`src/rtl/shift_sequencer.sv`:
```
// Multi-bit shift controller: drives a single-bit registered shift unit once per bit,
// feeding each result back as the next operand, and returns the final value via valid/ready.
module shift_sequencer #(
   parameter int WIDTH = 16,
   parameter int AMT_W = 5
) (
   input  logic             clk,
   input  logic             rst,
   input  logic             cmd_valid,
   output logic             cmd_ready,
   input  logic             cmd_dir,
   input  logic [WIDTH-1:0] cmd_data,
   input  logic [AMT_W-1:0] cmd_amt,
   output logic             res_valid,
   input  logic             res_ready,
   output logic [WIDTH-1:0] res_data,
   output logic             busy,
   output logic [WIDTH-1:0] shift_a,
   output logic [WIDTH-1:0] shift_b,
   output logic [1:0]       shift_func,
   output logic             shift_en,
   input  logic [WIDTH-1:0] shift_out
);

   typedef enum logic [1:0] {
      IDLE  = 2'd0,
      ISSUE = 2'd1,
      WAIT  = 2'd2,
      DONE  = 2'd3
   } state_t;

   state_t             state, state_nxt;
   logic [WIDTH-1:0]   work;
   logic [AMT_W-1:0]   cnt;
   logic               dir;

   // Amounts of zero or at least WIDTH resolve at acceptance without using the unit.
   logic amt_zero, amt_big;
   assign amt_zero = (cmd_amt == '0);
   assign amt_big  = (cmd_amt >= AMT_W'(WIDTH));

   // NOTE: sequential state uses non-blocking assignments so every register samples
   // the values from before the edge, independent of statement order.
   always_ff @(posedge clk) begin
      if (rst) state <= IDLE;
      else     state <= state_nxt;
   end

   // NOTE: state_nxt gets a default before the case so no path leaves it unassigned,
   // which would otherwise infer a latch.
   always_comb begin
      state_nxt = state;
      case (state)
         IDLE: begin
            if (cmd_valid) begin
               if (amt_zero || amt_big) state_nxt = DONE;
               else                     state_nxt = ISSUE;
            end
         end
         ISSUE: state_nxt = WAIT;
         WAIT: begin
            if (cnt == AMT_W'(1)) state_nxt = DONE;
            else                  state_nxt = ISSUE;
         end
         DONE: begin
            if (res_ready) state_nxt = IDLE;
         end
         default: state_nxt = IDLE;
      endcase
   end

   always_ff @(posedge clk) begin
      if (rst) begin
         work <= '0;
         cnt  <= '0;
         dir  <= 1'b0;
      end else begin
         case (state)
            IDLE: begin
               if (cmd_valid) begin
                  dir  <= cmd_dir;
                  cnt  <= cmd_amt;
                  work <= amt_big ? '0 : cmd_data;
               end
            end
            WAIT: begin
               work <= shift_out;
               cnt  <= cnt - AMT_W'(1);
            end
            default: ;
         endcase
      end
   end

   assign cmd_ready  = (state == IDLE);
   assign busy       = (state != IDLE);
   assign res_valid  = (state == DONE);
   assign res_data   = (state == DONE) ? work : '0;
   assign shift_en   = (state == ISSUE);
   assign shift_a    = work;
   assign shift_b    = '0;
   assign shift_func = {1'b0, dir};

endmodule

```
`config.mk`:
```
export PLATFORM = sky130hd
export DESIGN_NAME = shift_sequencer
export DESIGN_NICKNAME = d
export VERILOG_FILES = /design/src/rtl/shift_sequencer.sv
export SDC_FILE = /design/constraint.sdc
export NUM_CORES = 1
export LEC_CHECK = 0
export CAP_MARGIN = 20
export CELL_PAD_IN_SITES_DETAIL_PLACEMENT = 2
export CELL_PAD_IN_SITES_GLOBAL_PLACEMENT = 2
export CORE_MARGIN = 2
export CORE_UTILIZATION = 37
export CTS_CLUSTER_SIZE = 12
export DETAILED_ROUTE_END_ITERATION = 8
export DONT_BUFFER_PORTS = 1
export PLACE_DENSITY_LB_ADDON = 0.1
export SYNTH_ARGS = -nofsm -noshare
export SYNTH_HDL_FRONTEND = slang
export SYNTH_SLANG_ARGS = --single-unit
```
`constraint.sdc`:
```
create_clock -name clk -period 3.7 [get_ports clk]
set_clock_uncertainty 0.2 [all_clocks]
set_input_delay 0 -clock clk [delete_from_list [all_inputs] [get_ports clk]]
set_output_delay 0 -clock clk [all_outputs]
set_load 0.005 [all_outputs]
```
==> key figures <==
Outcome
  – Status: finished, final reports clean

STA
  – Final period demand of the worst path: 3001 ps
  – RSZ-0062 raised after global routing: no
  – Final hold violations: 0
  – Slew Limit Headroom: 44.56%
  – Final setup margin: 698.6 ps
  – Final period utilization: 81.12%
  – Max Freq: 333.2 MHz
  – Worst Tran Pin Value: 830.4 ps
  – Setup violators final: 0
  – Final setup TNS: 0 ps
  – Fin. max-slew vios: 0

Clock network
  – H-tree Lvls: 1
  – Root Buffer: clkbuf_8
  – CTS resizes: 0
  – Clk buf depth: 2
  – Clk pin slew, worst setup/hold paths: 100 ps
  – CTS tree: done
  – Clock Sinks: 24
  – Setup bufs post-CTS: 0
  – Clk Latency, worst-skew pair: 270 ps
  – Num CTS Buffers: 3

Route
  – Initial drt markers: 70
  – WL met3: 321 µm
  – Antenna-violating nets left: 0
  – Drt via density: 5.578
  – DR WL met2: 3.142 mm
  – Metal-1 WL: 2.504 mm
  – Top Metal Used: met4
  – Routed length per placed instance: 20.54 µm
  – Final wirelength: 6.040 mm
  – Via Count: 1640
  – Drt pass-1 iters: 4
  – DRC: 0

Global routing
  – Initial antenna violation count: 0
  – Total track usage: 22.20%
  – Pin count of the biggest net entering global routing: 35
  – Vias in the first global route: 1758
  – Global-route wire length before repair: 9.073 mm
  – Gr ovfl total: 0

Hold path
  – Hold crit path type: in -> reg

Layout
  – Proportion of layout cells with a drive suffix above 1: 14.17%
  – Final net count: 285
  – N_diodes: 0
  – Area grow syn2layout: 24.81%

Yosys
  – Post-synth cell types: 40
  – Synth Area in Compound Gates: 27.40%
  – Main combinational cell family by area after synthesis: simple AND/OR/NAND/NOR gates
  – FFs w/ async S/R, synth: 0%
  – Multiplexer area fraction after synthesis: 0%
  – Seq/Total Area, Yosys: 26.91%
  – EDFF count, synth: 0
  – Seq cells post-synth: 24
  – Post-Synthesis Cells: 205
  – Netlist Area Pre-Place: 0.001785 mm²
  – XOR/XNOR Fraction of Synth Area: 0%
  – Post-synthesis simple-gate area fraction: 28.17%
  – Syn_area_per_cell: 8.710 µm²
  – Main synth FF type: dfxtp_1
  – Adder-cell area share of the yosys netlist: 1.402%
  – Synthesis Warnings: 0

Floorplanning
  – Die W: 73.47 µm
  – Standard-cell rows: 25
  – Area of the core: 0.004692 mm²
  – # IOs: 96
  – Die H: 73.47 µm
  – Starting Density: 38.05%
  – Die ar.: 0.005397 mm²

Worst setup path
  – Crit Path Max Fanout: 34
  – Critical Path AT: 2970 ps
  – Crit. End Element: register
  – Setup crit start kind: register
  – Critical path type: reg -> reg
  – Flop2flop setup slack: 700 ps
  – CP required: 3670 ps

Flow run
  – Max_cap viols: 0

Placed design
  – GPL Wtd Cong: 0.6975
  – Pre-CTS WS: 1569 ps
  – Port-buffer cells: 0
  – Detailed Place HPWL: 3.449 mm

Power
  – Leakage: 0.9075 nW
  – Peak VDD IR: 0.1434 mV
  – Pwr Density: 363.8 mW/mm²
## power by group
part           total, mW  switching, mW  internal, mW
Clock              0.237         0.0920         0.145
Combinational      0.241          0.117         0.123
Sequential         0.333         0.0454         0.288
Total              0.811          0.255         0.556
## sequential cells by signal, indices dropped and copies added, names as in the netlist
name,flops
dir,1
state,2
cnt,5
shift_a,16
## through the flow
stage	std cells	utilization [%]	cell area (µm²)	power, mW	hold WS, ps
6_report	294	47.49	2228	0.8107	87.90
5_1_grt	294	47.49	2228	0.8548	128.2
4_1_cts	294	47.49	2228	0.8063	31.64
3_5_place_dp	241	35.31	1657	0.4990	-129.6
3_3_place_gp	241	35.31	1657	0.4876	-131.5
2_1_floorplan	221	-	1846	0.4952	-52.30
## cells in the mapped netlist, drive strengths merged, types with 3 or more instances
library cell  number  share of area, %
nor3               3              0.84
clkbuf             5               1.1
inv                5               1.1
nor2              18               4.2
and3              16               5.6
nor2b             17               6.0
dfxtp             24                27
a21oi              5               1.4
a211oi            21                12
buf               30                14
o31ai             17               9.4
nand2b            20               7.0
## metal layers
| metal | track usage [%] | vias to the layer above |
|---|---|---|
| li1 | - | 761 |
| met1 | 26.14 | 809 |
| met2 | 40.38 | 64 |
| met3 | 4.115 | 6 |
| met4 | 6.667 | 0 |
| met5 | 0 | - |
## timing repair
item	in CTS	in global routing
hold buffers	49	0
setup endpoints to repair	0	0
endpoints found under the hold margin	24	0
## area by class of cell
cell class,count,area (µm²)
sequential,24,481.7
clock inverter,1,30.03
timing repair buffer,50,508.0
clock buffer,3,41.29
tap,54,67.56
multi-input combinational,157,1081
inverter,5,18.77
fill,522,2464
## cells in the final DEF, fill, tap and decap left out, types with 9 or more instances in the layout
master,count
nor2_1,15
nor2b_1,17
o31ai_1,9
a211oi_1,11
nand2b_1,20
a211oi_2,10
dlygate4sd3_1,48
conb_1,17
dfxtp_1,23
and3_1,16
## logic make-up after synthesis
| group | Yosys count |
|---|---|
| flip-flops | 24 |
| buffers and inverters | 40 |
| AO/OA/AOI/OAI | 52 |
| AND/OR/NAND/NOR | 86 |
| adder cells (fa/ha/maj) | 2 |
| other | 1 |
## path summary, 6_finish.rpt
path / startpoint / end / cells past startpoint
hold / removal: cmd_valid / cnt[2] / 3
hold reg to reg: cnt[4] / cnt[4] / 2
setup / recovery: state[1] / cnt[1] / 6
setup reg to reg: state[1] / cnt[1] / 6
## critical path, cell delays in order, from the launching register on
cell and delay (ps):
dfxtp_2 680, buf_4 430, o21bai_4 170, a211oi_1 190, dlygate4sd3_1 570, a211oi_1 50, dlygate4sd3_1 570
No activity file was read; power rests on OpenSTA's default activity.
